===== config.mk =====
export PLATFORM = sky130hd
export DESIGN_NAME = temp_average_calc
export DESIGN_NICKNAME = d
export VERILOG_FILES = /design/src/rtl/temp_mon_pkg.sv /design/src/rtl/temp_serial_divider.sv /design/src/rtl/temp_average_calc.sv
export SDC_FILE = /design/constraint.sdc
export NUM_CORES = 1
export LEC_CHECK = 0
export BUFFER_PORTS_ARGS = -buffer_cell sky130_fd_sc_hd__buf_4
export CAP_MARGIN = 5
export CELL_PAD_IN_SITES_DETAIL_PLACEMENT = 0
export CELL_PAD_IN_SITES_GLOBAL_PLACEMENT = 1
export CORE_ASPECT_RATIO = 1.2
export CORE_MARGIN = 4
export CORE_UTILIZATION = 34
export DETAILED_ROUTE_END_ITERATION = 7
export PLACE_DENSITY_LB_ADDON = 0.15
export SYNTH_ARGS = -nofsm -noshare
export SYNTH_HDL_FRONTEND = slang
export SYNTH_SLANG_ARGS = --single-unit

===== constraint.sdc =====
create_clock -name clk_i -period 7 [get_ports clk_i]
set_input_delay 1.75 -clock clk_i [delete_from_list [all_inputs] [get_ports clk_i]]
set_output_delay 1.75 -clock clk_i [all_outputs]
set_load 0.01 [all_outputs]

===== src/rtl/temp_mon_pkg.sv =====
`default_nettype none
// ============================================================================
// Module      : temp_mon_pkg
// Description : Shared constants, FSM state type and width helper for the
//               temperature averaging block.
//               Optional macro TEMP_AVG_RANGE_CHECK_EN uses TEMP_MIN/TEMP_MAX.
// Revision    : 1.0 - initial release
// ============================================================================
package temp_mon_pkg;

    // Acceptable reading window when range checking is compiled in
    localparam int TEMP_MIN      = 0;
    localparam int TEMP_MAX      = 60;

    // Default configuration of the averaging block
    localparam int SENSOR_NR_DEF = 5;
    localparam int DATA_W_DEF    = 8;

    typedef enum logic [1:0] {
        IDLE = 2'd0,
        ACC  = 2'd1,
        DIV  = 2'd2,
        DONE = 2'd3
    } temp_avg_state_t;

    // Sum width wide enough for SENSOR_NR readings of full scale
    function automatic int calc_sum_w(input int sensor_nr, input int data_w);
        return data_w + $clog2(sensor_nr + 1);
    endfunction

endpackage : temp_mon_pkg
`default_nettype wire


===== src/rtl/temp_serial_divider.sv =====
`default_nettype none
// ============================================================================
// Module      : temp_serial_divider
// Description : Restoring serial divider, one quotient bit per clock, MSB
//               first. DIVIDEND_W iterations after the start cycle; o_done
//               pulses for one cycle once quotient/remainder are final.
// Ports       : clk, rst (async, active-high)
//               i_start      - load operands and begin (ignored while busy)
//               i_dividend   - DIVIDEND_W-bit unsigned dividend
//               i_divisor    - DIVISOR_W-bit unsigned divisor (non-zero)
//               o_done       - one-cycle completion pulse
//               o_quotient   - quotient, held until the next start
//               o_remainder  - remainder, held until the next start
// Revision    : 1.0 - initial release
// ============================================================================
module temp_serial_divider #(
    parameter int DIVIDEND_W = 11,
    parameter int DIVISOR_W  = 8
) (
    input  logic                  clk,
    input  logic                  rst,
    input  logic                  i_start,
    input  logic [DIVIDEND_W-1:0] i_dividend,
    input  logic [DIVISOR_W-1:0]  i_divisor,
    output logic                  o_done,
    output logic [DIVIDEND_W-1:0] o_quotient,
    output logic [DIVISOR_W-1:0]  o_remainder
);

    localparam int c_cnt_w = $clog2(DIVIDEND_W + 1);

    logic                  r_busy;
    logic                  r_done;
    logic [c_cnt_w-1:0]    r_cnt;
    // Holds the unconsumed dividend bits in the top, quotient bits shift in
    // at the bottom; after the last iteration it is the full quotient.
    logic [DIVIDEND_W-1:0] r_quot;
    logic [DIVISOR_W-1:0]  r_rem;
    logic [DIVISOR_W-1:0]  r_divisor;

    logic [DIVISOR_W:0]    w_trial;
    logic                  w_ge;
    logic [DIVISOR_W-1:0]  w_diff;
    logic [DIVISOR_W-1:0]  w_rem_next;

    assign w_trial    = {r_rem, r_quot[DIVIDEND_W-1]};
    assign w_ge       = (w_trial >= {1'b0, r_divisor});
    // The subtraction result is below the divisor, so the low bits suffice
    assign w_diff     = w_trial[DIVISOR_W-1:0] - r_divisor;
    assign w_rem_next = w_ge ? w_diff : w_trial[DIVISOR_W-1:0];

    always_ff @(posedge clk or posedge rst) begin
        if (rst) begin
            r_busy    <= 1'b0;
            r_done    <= 1'b0;
            r_cnt     <= '0;
            r_quot    <= '0;
            r_rem     <= '0;
            r_divisor <= '0;
        end else begin
            r_done <= 1'b0;
            if (r_busy) begin
                r_quot <= {r_quot[DIVIDEND_W-2:0], w_ge};
                r_rem  <= w_rem_next;
                r_cnt  <= r_cnt - c_cnt_w'(1);
                if (r_cnt == c_cnt_w'(1)) begin
                    r_busy <= 1'b0;
                    r_done <= 1'b1;
                end
            end else if (i_start) begin
                r_quot    <= i_dividend;
                r_rem     <= '0;
                r_divisor <= i_divisor;
                r_cnt     <= c_cnt_w'(DIVIDEND_W);
                r_busy    <= 1'b1;
            end
        end
    end

    assign o_done      = r_done;
    assign o_quotient  = r_quot;
    assign o_remainder = r_rem;

endmodule : temp_serial_divider
`default_nettype wire


===== src/rtl/temp_average_calc.sv =====
`default_nettype none
// ============================================================================
// Module      : temp_average_calc
// Description : Averages the valid sensor readings: captures all readings on
//               start_i, accumulates one sensor per cycle, then divides the
//               sum by the active-sensor count with a serial divider. Results
//               stay stable between done_o pulses.
// Ports       : clk_i, rst_i (async, active-high)
//               start_i, sensors_data_i, sensors_valid_i - run request/inputs
//               busy_o, done_o                           - run status
//               temp_Q_o, temp_R_o, active_sensors_nr_o  - average result
//               no_sensor_o                              - zero-sensor run
//               out_of_range_o - only with TEMP_AVG_RANGE_CHECK_EN defined;
//                                a valid reading outside [TEMP_MIN,TEMP_MAX]
//                                was rejected in the last run
// Revision    : 1.0 - initial release
// ============================================================================
module temp_average_calc
    import temp_mon_pkg::*;
#(
    parameter int SENSOR_NR = SENSOR_NR_DEF,
    parameter int DATA_W    = DATA_W_DEF,
    parameter int OUT_W     = 16
) (
    input  logic                        clk_i,
    input  logic                        rst_i,
    input  logic                        start_i,
    input  logic [SENSOR_NR*DATA_W-1:0] sensors_data_i,
    input  logic [SENSOR_NR-1:0]        sensors_valid_i,
    output logic                        busy_o,
    output logic                        done_o,
    output logic [OUT_W-1:0]            temp_Q_o,
    output logic [OUT_W-1:0]            temp_R_o,
    output logic [7:0]                  active_sensors_nr_o,
    output logic                        no_sensor_o
`ifdef TEMP_AVG_RANGE_CHECK_EN
    ,
    output logic                        out_of_range_o
`endif
);

    localparam int c_sum_w = calc_sum_w(SENSOR_NR, DATA_W);
    localparam int c_idx_w = (SENSOR_NR > 1) ? $clog2(SENSOR_NR) : 1;

    temp_avg_state_t r_state;
    temp_avg_state_t w_state_next;

    // Captured readings shift down one sensor per ACC cycle, so the current
    // sensor always sits in the low slice.
    logic [SENSOR_NR*DATA_W-1:0] r_data;
    logic [SENSOR_NR-1:0]        r_valid;
    logic [c_sum_w-1:0]          r_sum;
    logic [7:0]                  r_count;
    logic [c_idx_w-1:0]          r_idx;

    logic [OUT_W-1:0]            r_q;
    logic [OUT_W-1:0]            r_r;
    logic [7:0]                  r_nr;
    logic                        r_no_sensor;

    logic [DATA_W-1:0]           w_cur;
    logic                        w_use;
    logic                        w_last;
    logic [c_sum_w-1:0]          w_sum_next;
    logic [7:0]                  w_count_next;
    logic                        w_div_start;
    logic                        w_div_done;
    logic [c_sum_w-1:0]          w_quot;
    logic [7:0]                  w_rem;

    assign w_cur  = r_data[DATA_W-1:0];
    assign w_last = (r_idx == c_idx_w'(SENSOR_NR - 1));

`ifdef TEMP_AVG_RANGE_CHECK_EN
    logic r_oor_run;
    logic r_oor;
    logic w_in_range;
    logic w_reject;

    assign w_in_range     = (int'(w_cur) >= TEMP_MIN) && (int'(w_cur) <= TEMP_MAX);
    assign w_reject       = r_valid[0] && !w_in_range;
    assign w_use          = r_valid[0] && w_in_range;
    assign out_of_range_o = r_oor;
`else
    assign w_use = r_valid[0];
`endif

    assign w_sum_next   = r_sum + (w_use ? c_sum_w'(w_cur) : c_sum_w'(0));
    assign w_count_next = r_count + (w_use ? 8'd1 : 8'd0);

    always_ff @(posedge clk_i or posedge rst_i) begin
        if (rst_i) begin
            r_state <= IDLE;
        end else begin
            r_state <= w_state_next;
        end
    end

    always_comb begin
        w_state_next = r_state;
        busy_o       = 1'b1;
        done_o       = 1'b0;
        w_div_start  = 1'b0;
        case (r_state)
            IDLE: begin
                busy_o = 1'b0;
                if (start_i) begin
                    w_state_next = ACC;
                end
            end
            ACC: begin
                if (w_last) begin
                    if (w_count_next != 8'd0) begin
                        // Divider is fed the final sum/count combinationally
                        // so it loads on the same edge DIV is entered.
                        w_div_start  = 1'b1;
                        w_state_next = DIV;
                    end else begin
                        w_state_next = DONE;
                    end
                end
            end
            DIV: begin
                if (w_div_done) begin
                    w_state_next = DONE;
                end
            end
            DONE: begin
                done_o       = 1'b1;
                w_state_next = IDLE;
            end
            default: begin
                w_state_next = IDLE;
            end
        endcase
    end

    always_ff @(posedge clk_i or posedge rst_i) begin
        if (rst_i) begin
            r_data      <= '0;
            r_valid     <= '0;
            r_sum       <= '0;
            r_count     <= '0;
            r_idx       <= '0;
            r_q         <= '0;
            r_r         <= '0;
            r_nr        <= '0;
            r_no_sensor <= 1'b0;
`ifdef TEMP_AVG_RANGE_CHECK_EN
            r_oor_run   <= 1'b0;
            r_oor       <= 1'b0;
`endif
        end else begin
            case (r_state)
                IDLE: begin
                    if (start_i) begin
                        r_data    <= sensors_data_i;
                        r_valid   <= sensors_valid_i;
                        r_sum     <= '0;
                        r_count   <= '0;
                        r_idx     <= '0;
`ifdef TEMP_AVG_RANGE_CHECK_EN
                        r_oor_run <= 1'b0;
`endif
                    end
                end
                ACC: begin
                    r_sum   <= w_sum_next;
                    r_count <= w_count_next;
                    r_idx   <= r_idx + c_idx_w'(1);
                    r_data  <= r_data >> DATA_W;
                    r_valid <= r_valid >> 1;
`ifdef TEMP_AVG_RANGE_CHECK_EN
                    r_oor_run <= r_oor_run | w_reject;
`endif
                    if (w_last && (w_count_next == 8'd0)) begin
                        r_q         <= '0;
                        r_r         <= '0;
                        r_nr        <= '0;
                        r_no_sensor <= 1'b1;
`ifdef TEMP_AVG_RANGE_CHECK_EN
                        r_oor       <= r_oor_run | w_reject;
`endif
                    end
                end
                DIV: begin
                    if (w_div_done) begin
                        r_q         <= OUT_W'(w_quot);
                        r_r         <= OUT_W'(w_rem);
                        r_nr        <= r_count;
                        r_no_sensor <= 1'b0;
`ifdef TEMP_AVG_RANGE_CHECK_EN
                        r_oor       <= r_oor_run;
`endif
                    end
                end
                default: begin
                end
            endcase
        end
    end

    temp_serial_divider #(
        .DIVIDEND_W (c_sum_w),
        .DIVISOR_W  (8)
    ) u_divider (
        .clk         (clk_i),
        .rst         (rst_i),
        .i_start     (w_div_start),
        .i_dividend  (w_sum_next),
        .i_divisor   (w_count_next),
        .o_done      (w_div_done),
        .o_quotient  (w_quot),
        .o_remainder (w_rem)
    );

    assign temp_Q_o            = r_q;
    assign temp_R_o            = r_r;
    assign active_sensors_nr_o = r_nr;
    assign no_sensor_o         = r_no_sensor;

endmodule : temp_average_calc
`default_nettype wire


; Yosys cells after proc, flatten, opt, wreduce, memory -nomap -nowiden
; Index checks and enable logic that the tools add are counted.
[op_classes]
n_bitwise = 1
eq_ne = 9
n_reduce_logical = 11
order_cmp = 1
n_mux = 45
add_sub_neg = 5
[ops]
columns = operator, n
row1 = 40-bit case mux with 2 select lines, 1
row2 = 16-bit case mux with 2 select lines, 2
row3 = 8-bit 2-to-1 mux, 7
row4 = 16-bit 2-to-1 mux, 3
row5 = 40-bit 2-to-1 mux, 1
row6 = 11-bit 2-to-1 mux, 3
row7 = 8-bit case mux with 2 select lines, 2
row8 = 11-bit case mux with 2 select lines, 1
row9 = 1-bit 2-to-1 mux, 14
row10 = 11-bit by 8-bit adder with 11-bit output, 1
row11 = 5-bit case mux with 2 select lines, 1
row12 = 9-bit by 8-bit greater-or-equal comparator with 1-bit output, 1
row13 = 8-bit by 1-bit adder with 8-bit output, 1
row14 = 8-bit zero test, 1
row15 = 4-bit 2-to-1 mux, 2
row16 = 2-bit case mux with 4 select lines, 1
row17 = 8-bit nonzero test, 1
row18 = 8-bit subtractor, 1
row19 = 2-bit 2-to-1 mux, 3
row20 = 2-bit inequality test (second input constant), 3
row21 = 3-bit case mux with 2 select lines, 1
row22 = 3-bit AND reduction, 2
row23 = 2-bit nonzero test, 3
row24 = 5-bit 2-to-1 mux, 1
row25 = other kinds (13), 15
[totals]
input_bits = 48
output_inout_bits = 43
word_cells = 88
ff_bits = 143

; Longest topological paths before layout
; Gate-level depths: netlist of the first run.
[logic_depth]
word_depth = 8
mapped_depth = 10

; Cells and area by module
; Synthesis of the first run repeated with hierarchy kept, for this count alone.
[hier_totals]
cells_unflattened = 739
hier_area_um2 = 7024.2
[by_module_without_submodules]
columns = module, instances, seq_area_each_um2, area_per_inst_um2, cells_per_inst
row1 = temp_average_calc, 1, 2427.3, 5157.4, 542
row2 = temp_serial_divider, 1, 825.8, 1866.8, 197

; Worst setup path after synthesis of the first run
; No wires, ideal clock.
[synth_path]
path_kind = input to register
start = input port start_i
end = register r_count[4]
t_required_ps = 6905
n_path_buf = 2
cell_stages = 6
setup_ps = 95
arrival_ps = 2849
setup_slack_ps = 4055
path_cell_list = nand2_1 a21boi_0 clkbuf_1 clkbuf_1 o21ai_0 o31ai_1
[synth_via]
elab_chain_cells = 2
[synth_rtl]
columns = element, line_no
row1 = start: declaration, temp_average_calc.sv:27  ; input logic start_i,
row2 = 2-bit inequality test (no line), -
row3 = 2-bit AND reduction (no line), -
row4 = end signal: assignment, temp_average_calc.sv:169  ; r_count <= w_count_next;
row5 = end: declaration, temp_average_calc.sv:53  ; logic [7:0] r_count;
; No other way between the ends.
; A chain may end at the register's enable or synchronous reset.

; Worst setup path in the final report of the first run
[layout_path]
start = register r_valid[0]
end = register u_divider.r_cnt[1]
[layout_via]
elab_chain_cells = 7
[layout_rtl]
columns = element, line_no
row1 = start: declaration, temp_average_calc.sv:51  ; logic [SENSOR_NR-1:0] r_valid;
row2 = start signal: assignment, temp_average_calc.sv:158  ; r_valid <= sensors_valid_i;
row3 = start signal: assignment, temp_average_calc.sv:172  ; r_valid <= r_valid >> 1;
row4 = 1-bit 2-to-1 mux, temp_average_calc.sv:89  ; assign w_count_next = r_count + (w_use ? 8'd1 : 8'd0);
row5 = 8-bit by 1-bit adder with 8-bit output, temp_average_calc.sv:89
row6 = via u_divider.i_divisor[1], temp_serial_divider.sv:24  ; input logic [DIVISOR_W-1:0] i_divisor,
row7 = 8-bit nonzero test, temp_average_calc.sv:113  ; if (w_count_next != 8'd0) begin
row8 = 1-bit 2-to-1 mux, temp_average_calc.sv:113
row9 = 1-bit 2-to-1 mux, temp_average_calc.sv:112  ; if (w_last) begin
row10 = 1-bit 2-to-1 mux, temp_average_calc.sv:104  ; case (r_state)
row11 = 2-bit nonzero test (no line), -
row12 = end signal: assignment, temp_serial_divider.sv:65  ; r_cnt <= r_cnt - c_cnt_w'(1);
row13 = end signal: assignment, temp_serial_divider.sv:74  ; r_cnt <= c_cnt_w'(DIVIDEND_W);
row14 = end: declaration, temp_serial_divider.sv:34  ; logic [c_cnt_w-1:0] r_cnt;
; The timed path passes the listed nets, and every way through them passes these cells.

==> results by group, run 1 <==
Setup path
  • Crit start category: register
  • R2R cell count: 8
  • Worst Path Arrival: just under 4 ns
  • Slowest stage cell, crit path: nor2_1
  • R2R setup slack: between 3 and 4 ns
  • CP cell instances: ha_1 -> ha_1 -> nor2_1 -> or4b_4 -> a2111oi_4 -> a21oi_1 -> nor2_1 -> a22oi_1
  • CP Max Fanout: 11
  • Kind of critical path: reg -> reg
  • Levels on crit path: 8
  • Worst setup EP type: register
  • Highest cell delay on the worst timing path: approximately 0.86 ns
  • WP data required: approximately 7.2 ns
  • Cell family with most CP delay: simple AND/OR/NAND/NOR gates
  • CP bufs+invs: 0

Yosys
  • Synth Area per Inst: approximately 11 µm²
  • #FFs+latches synth: 130
  • Post-Synth XOR/XNOR Area: 2.91%
  • Post-synth EDFFs: 0
  • Yosys Warn Count: 0
  • Dominant cell type by area after synthesis: dfrtp_1
  • Synth Area in Simple Gates: a little under a tenth
  • Top cells by area, synth: dfrtp_1 49%, mux2i_1 7.1%, a22o_1 6.0%
  • Sequential fraction of the synthesis area: roughly half
  • Post-synth top area share: 49.2%
  • Main synth FF type: dfrtp_1
  • Mux contribution to synthesized area: about 8.5%
  • Ys async rst share: 100%
  • Syn Inst Count: just over 600
  • Synth unique cells: 57
  • Compound-Gate Fraction of Synth Area: between 10% and 20%
  • Synth Area in Adders: 5.53%
  • Largest family of logic cells by synthesized area: compound AO/OA/AOI/OAI gates
  • Mapped Area: between 6000 and 7000 µm²

Place
  • Area post-placement: around 7300 µm²
  • IO buf count: between 70 and 80
  • Cells after DPL: 920
  • HPWL after DPL: about 11,000 µm
  • RD Place Congestion: ~0.8

CTS
  • Worst skew pair latency: 0.43 ns
  • Root buffer cell: clkbuf_16
  • Total setup buffers inserted after CTS: 0
  • CTS Buf Count: 17
  • CTS resizes: 0
  • Longest Clk Path Bufs: 2
  • CTS tree: done
  • Sink Count: 130
  • CTS clock-pin slew for the worst setup and hold paths: roughly 0.060 ns
  • H-Tree Depth: 4
  • Hold Buf Count CTS: 0

Run
  • Max cap viols: 0

Cells and area
  • Layout fillers: 1,916
  • Post-route cell area: between 7000 and 8000 µm²
  • Ant diodes: 0
  • Filler-free cell count of the finished design: 952
  • Layout area overhead: 19.9%
  • Share of post-route cells with drive strength above 1: between 10% and 20%
  • Commonest non-fill, non-tap cell in the layout: dfrtp_1
  • Most frequent cells in the layout: 130 x dfrtp_1, 82 x buf_4, 72 x o21ai_0
  • Nets: 759

Timing
  • Clock period minus worst slack: roughly 3.7 ns
  • Fin. Hold Viols: 0
  • TNS Setup: 0 ns
  • Max transition margin: about 29%
  • Max-slew violation count: 0
  • Hold WS: around 0.48 ns
  • Unrepaired setup endpoints after global routing: false
  • Skew final: roughly 0.018 ns
  • Final setup fails: 0
  • Max frequency: between 200 and 300 MHz
  • Worst slew pin tran: around 1.1 ns
  • Tcrit/Tclk final: a little over half

Drt
  • Max layer used: met4
  • Final ANT Viol Nets: 0
  • DRC Markers: 0
  • Final WL: 16,000 µm
  • Metal1 wirelength: 6890 µm
  • Met3 wire len: 836 µm
  • Initial drt markers: 260
  • First-pass iteration count of the detailed router: 4
  • Routed len/inst: 16.8 µm
  • Met2 WL: 7880 µm
  • Total vias in the final route: roughly 4,800
  • Routed vias/inst: about 5

Min path
  • Hold crit path type: reg -> reg
  • Worst hold path cell count: 2

Floorplanning
  • Die span in y: 161 µm
  • Num rows: 55
  • Core ar.: 19,000 µm²
  • Ports: just over 90
  • Die Area: 21,700 µm²
  • Die W: between 100 and 150 µm
  • Initial core utilization: 34.8%

Global routing
  • First-pass GRT wire length: roughly 27,000 µm
  • Initial antenna violation count: 0
  • Number of global-route vias before repair: slightly below 5,000
  • Grt ovf: 0
  • Largest net degree at the start of global routing: 85
  • Gr usage total: 15.6%

Pwr
  • Lkg Pwr: 3.69 nW
  • Worst IR Drop VDD: approximately 260 µV
  • Pwr Total: approximately 3.6 mW
  • Power Dens Cells: roughly 450 nW/µm²

Status
  • Status: finished clean
==> power by group <==
group          switching (mW)  internal, mW  leakage [nW]  total [mW]
Sequential              0.182          1.00          1.69        1.19
Combinational           0.876         0.648          1.72        1.52
Clock                   0.361         0.527         0.274       0.888
Total                    1.42          2.18          3.69        3.60
==> synth_stat cells (2+ instances only) <==
cell	count
a211oi_1	8
a21boi_0	2
a21o_1	3
a21oi_1	20
a22o_1	45
a22o_2	7
a31oi_1	2
and2_1	9
and3_1	2
buf_1	4
buf_2	4
buf_4	15
buf_6	2
buf_8	2
clkbuf_1	20
dfrtp_1	130
fa_1	2
ha_1	26
inv_1	20
mux2_2	8
mux2i_1	47
nand2_1	69
nand2b_1	2
nand3_1	5
nor2_1	22
nor2b_1	9
nor3_1	5
o211ai_1	3
o21a_1	5
o21ai_0	72
xnor2_1	13
xor2_1	9
==> worst reg2reg max path, stage by stage (launching register included) <==
cell	delay, ns
dfrtp_1	0.47
ha_1	0.29
ha_1	0.33
nor2_1	0.14
or4b_4	0.49
a2111oi_4	0.60
a21oi_1	0.19
nor2_1	0.86
a22oi_1	0.17
==> path summary, 6_finish.rpt <==
path	from	endpoint
hold / removal	r_data[1]$_DFFE_PP0P_	r_data[1]$_DFFE_PP0P_
hold reg to reg	r_data[1]$_DFFE_PP0P_	r_data[1]$_DFFE_PP0P_
setup / recovery	r_valid[0]$_DFFE_PP0P_	u_divider.r_cnt[1]$_DFFE_PP0P_
setup reg to reg	r_valid[0]$_DFFE_PP0P_	u_divider.r_cnt[1]$_DFFE_PP0P_
max in group asynchronous	rst_i	u_divider.r_divisor[6]$_DFFE_PP0P_
min in group asynchronous	rst_i	r_data[28]$_DFFE_PP0P_
==> layout make-up <==
type	count	area, µm²	area share [%]
timing repair buffer	82	616	7.77
sequential	130	3250	41.0
multi-input combinational	432	3070	38.8
clock inverter	15	159	2.01
tap	256	320	4.04
inverter	20	77.6	0.979
clock buffer	17	425	5.37
==> flip-flops by register name (all words and copies together), names as in the netlist <==
register and cells:
temp_Q_o 11, active_sensors_nr_o 8, u_divider.o_remainder 8, r_state 2, u_divider.r_divisor 8, u_divider.o_quotient 11, temp_R_o 8, r_sum 11
r_idx 3, r_valid 5, u_divider.o_done 1, u_divider.r_cnt 4, r_data 40, u_divider.r_busy 1, r_count 8, no_sensor_o 1
==> logic make-up (layout without fill, tap and decap cells) <==
family,Yosys count,in the layout
mux,55,55
fa+ha+maj,28,28
simple gates,131,131
flops,130,130
compound gates,183,183
other cells,1,13
buf+inv,67,134
xor+xnor,22,22
==> layer usage <==
layer	vias up	track usage [%]
li1	2309	-
met1	2305	20.0
met2	120	24.6
met3	20	4.45
met4	0	6.32
met5	-	0
==> through the flow <==
stage | worst slack [ns] | utilization, %
floorplan | 1.78 | -
global route | 2.99 | 41.7
global placement | 3.42 | 38.6
CTS | 3.24 | 41.7
finish | 3.28 | 41.7
detailed placement | 3.25 | 38.6
No activity file was read; power rests on OpenSTA's default activity.
==> inputs of run 2 (changes only) <==
--- a/config.mk
+++ b/config.mk
@@ -5,6 +5,7 @@
 export SDC_FILE = /design/constraint.sdc
 export NUM_CORES = 1
 export LEC_CHECK = 0
+export ABC_AREA = 1
 export BUFFER_PORTS_ARGS = -buffer_cell sky130_fd_sc_hd__buf_4
 export CAP_MARGIN = 5
 export CELL_PAD_IN_SITES_DETAIL_PLACEMENT = 0
==> constraint.sdc (replaced) <==
create_clock -name clk_i -period 3.36 [get_ports clk_i]
set_input_delay 0.84 -clock clk_i [delete_from_list [all_inputs] [get_ports clk_i]]
set_output_delay 0.84 -clock clk_i [all_outputs]
set_load 0.01 [all_outputs]
==> results by group, run 2 <==
Status
  • Status: finished clean

Yosys
  • Post-synth top area share: 46.1% (-3.1 points)
  • Synth Area in Simple Gates: 26.9% (+18 points)
  • Top-count cell post-synth: nand2_1
  • Compound-Gate Fraction of Synth Area: 10.7% (-8.6 points)
  • Ys async rst share: 100% (unchanged)
  • Yosys Warn Count: 0 (unchanged)
  • Syn Inst Count: 892 (+45%)
  • Top cells by area, synth: dfrtp_1 46%, nand2_1 15%, inv_1 5.2%
  • Largest family of logic cells by synthesized area: simple AND/OR/NAND/NOR gates
  • Synth Area in Adders: 5.17% (-0.35 points)
  • Dominant cell type by area after synthesis: dfrtp_1
  • Post-synth EDFFs: 0 (unchanged)
  • Synth Area per Inst: 7.92 µm² (-26%)
  • #FFs+latches synth: 130 (unchanged)
  • Mux contribution to synthesized area: 0% (-8.5 points)
  • Synth unique cells: 41 (-28%)
  • Main synth FF type: dfrtp_1
  • Post-synth top cells: 286 x nand2_1, 130 x dfrtp_1, 97 x inv_1, 57 x nor2_1, 49 x nand3_1
  • Sequential fraction of the synthesis area: 46.1% (-3.1 points)
  • Mapped Area: 7060 µm² (+6.8%)
  • Post-Synth XOR/XNOR Area: 1.12% (-1.8 points)

Global routing
  • Largest net degree at the start of global routing: 131 (+54%)
  • First-pass GRT wire length: 30,600 µm (+15%)
  • Initial antenna violation count: 0 (unchanged)
  • Number of global-route vias before repair: 6,033 (+24%)
  • Gr usage total: 16.2% (+0.68 points)
  • Grt ovf: 0 (unchanged)

Pwr
  • Worst IR Drop VDD: 355 µV (+36%)
  • Pwr Total: 3.56 mW (-1.1%)
  • Lkg Pwr: 4.51 nW (+22%)
  • Power Dens Cells: 427 nW/µm² (-6.1%)

CTS
  • Root buffer cell: clkbuf_16
  • Sink Count: 130 (unchanged)
  • CTS clock-pin slew for the worst setup and hold paths: 0.06 ns (about the same)
  • CTS Buf Count: 17 (unchanged)
  • Worst skew pair latency: 0.42 ns (about the same)
  • Longest Clk Path Bufs: 2 (unchanged)
  • Hold Buf Count CTS: 0 (unchanged)
  • H-Tree Depth: 4 (unchanged)
  • CTS resizes: 0 (unchanged)
  • CTS tree: done
  • Total setup buffers inserted after CTS: 0 (unchanged)

Timing
  • Fin. Hold Viols: 0 (unchanged)
  • Skew final: 0.00993 ns (-0.00798 ns)
  • Worst slew pin tran: 0.915 ns (-0.153 ns)
  • Clock period minus worst slack: 2.96 ns (-0.760 ns)
  • Tcrit/Tclk final: 88.1% (+35 points)
  • Max-slew violation count: 0 (unchanged)
  • TNS Setup: 0 ns (unchanged)
  • Unrepaired setup endpoints after global routing: false
  • Final setup fails: 0 (unchanged)
  • Max transition margin: 38.8% (+10 points)
  • Final WS setup: 0.401 ns (-2.88 ns)
  • Max frequency: 338 MHz (+26%)

Place
  • RD Place Congestion: 0.793 (-3.0%)
  • Area post-placement: 7790 µm² (+6.1%)
  • HPWL after DPL: 12,600 µm (+13%)
  • Place WS: 0.121 ns (-3.13 ns)
  • Cells after DPL: 1,200 (+30%)
  • IO buf count: 77 (unchanged)

Floorplanning
  • Die span in y: 166 µm (+3.2%)
  • Num rows: 57 (+3.6%)
  • Initial core utilization: 34.7% (-0.072 points)
  • Core ar.: 20,300 µm² (+7.0%)
  • Die Area: 23,100 µm² (+6.4%)
  • Die W: 140 µm (+3.1%)
  • Ports: 91 (unchanged)

Setup path
  • CP Max Fanout: 79 (+68)
  • Worst setup EP type: register
  • Crit start category: register
  • Kind of critical path: reg -> reg
  • Worst Path Arrival: 3.22 ns (-0.74 ns)
  • WP data required: 3.62 ns (-3.62 ns)

Drt
  • Initial drt markers: 296 (+14%)
  • Final ANT Viol Nets: 0 (unchanged)
  • Routed len/inst: 14.6 µm (-13%)
  • DRC Markers: 0 (unchanged)
  • Routed vias/inst: 4.76 (-4.6%)
  • Final WL: 18,000 µm (+12%)
  • First-pass iteration count of the detailed router: 4 (unchanged)
  • Total vias in the final route: 5,870 (+23%)

Cells and area
  • Largest Register: r_data
  • Most frequent cells in the layout: 285 x nand2_1, 130 x dfrtp_1, 96 x inv_1
  • Ant diodes: 0 (unchanged)
  • Nets: 1,030 (+36%)
  • Post-route cell area: 8350 µm² (+5.3%)
  • Commonest non-fill, non-tap cell in the layout: nand2_1
  • Layout area overhead: 18.2%
  • Filler-free cell count of the finished design: 1,232 (+29%)
  • Share of post-route cells with drive strength above 1: 14.2% (-5.8 points)
  • Largest register FFs: 40 (unchanged)

Run
  • Max cap viols: 0 (unchanged)

Min path
  • Hold crit path type: reg -> reg
==> run 2: changes by cell type in the layout (fill, tap and decap cells not counted), sizes merged, moves of 10 or more <==
cell | before | now
nand4 | 2 | 38
a31oi | 2 | 38
nand2 | 69 | 290
nand3 | 5 | 52
o21ai | 72 | 39
inv | 24 | 100
mux2i | 47 | 0
a211oi | 10 | 0
nor2 | 22 | 59
a22o | 52 | 10
==> run 2: cell type report <==
class | instances | area (µm²)
fill | 2164 | 12000
sequential | 130 | 3250
multi-input combinational | 618 | 3150
timing repair buffer | 87 | 678
clock buffer | 19 | 453
inverter | 100 | 379
tap | 265 | 332
clock inverter | 13 | 103
==> run 2: cell families after synthesis <==
logic type                 Yosys count
AOI/OAI and AO/OA                  123
adders and majority gates           28
xor gates and xnor gates             9
buffers and inverters              156
DFF                                130
other                                1
and+or+nand+nor                    445
==> run 2: final timing paths <==
| check | from | end | slack (ns) | cells after the start |
|---|---|---|---|---|
| hold / removal | temp_Q_o[1]$_DFFE_PP0P_ | temp_Q_o[1]$_DFFE_PP0P_ | 0.47 | 2 |
| setup reg to reg | r_state[0]$_DFFE_PP0P_ | r_idx[2]$_DFFE_PP0P_ | 0.40 | 10 |
| max in group asynchronous | rst_i | u_divider.o_remainder[6]$_DFFE_PP0P_ | 2.20 | 3 |
| setup / recovery | r_state[0]$_DFFE_PP0P_ | r_idx[2]$_DFFE_PP0P_ | 0.40 | 10 |
| hold reg to reg | temp_Q_o[1]$_DFFE_PP0P_ | temp_Q_o[1]$_DFFE_PP0P_ | 0.47 | 2 |
| min in group asynchronous | rst_i | r_data[38]$_DFFE_PP0P_ | 0.63 | 3 |
==> run 2: layer usage <==
layer / routed length [µm] / vias up / track usage (%)
met3: 735 / 15 / 3.34
met1: 8040 / 2745 / 20.4
met2: 8970 / 96 / 28.2
li1: - / 3014 / -
met5: 0 / - / 0
met4: 230 / 0 / 4.93
==> run 2: where the power goes <==
group,internal (mW),switching (mW)
clock network,0.989,0.741
logic,0.0863,0.123
registers,1.60,0.0232
total,2.67,0.887
==> run 2: critical path, cell delays in order, from the launching register on <==
cell and delay [ns]:
dfrtp_1 0.40, inv_1 0.09, ha_1 0.23, inv_1 0.09
nor2_1 0.04, nor2_1 0.68, inv_1 0.40, nand2_2 0.29
buf_12 0.31, and3_1 0.20, nor3_1 0.04
==> run 2: metrics by stage <==
step,hold WS [ns],util [%]
2_1_floorplan,0.440,-
3_3_place_gp,0.457,38.3
3_5_place_dp,0.461,38.3
4_1_cts,0.476,41.1
5_1_grt,0.493,41.1
6_report,0.468,41.1
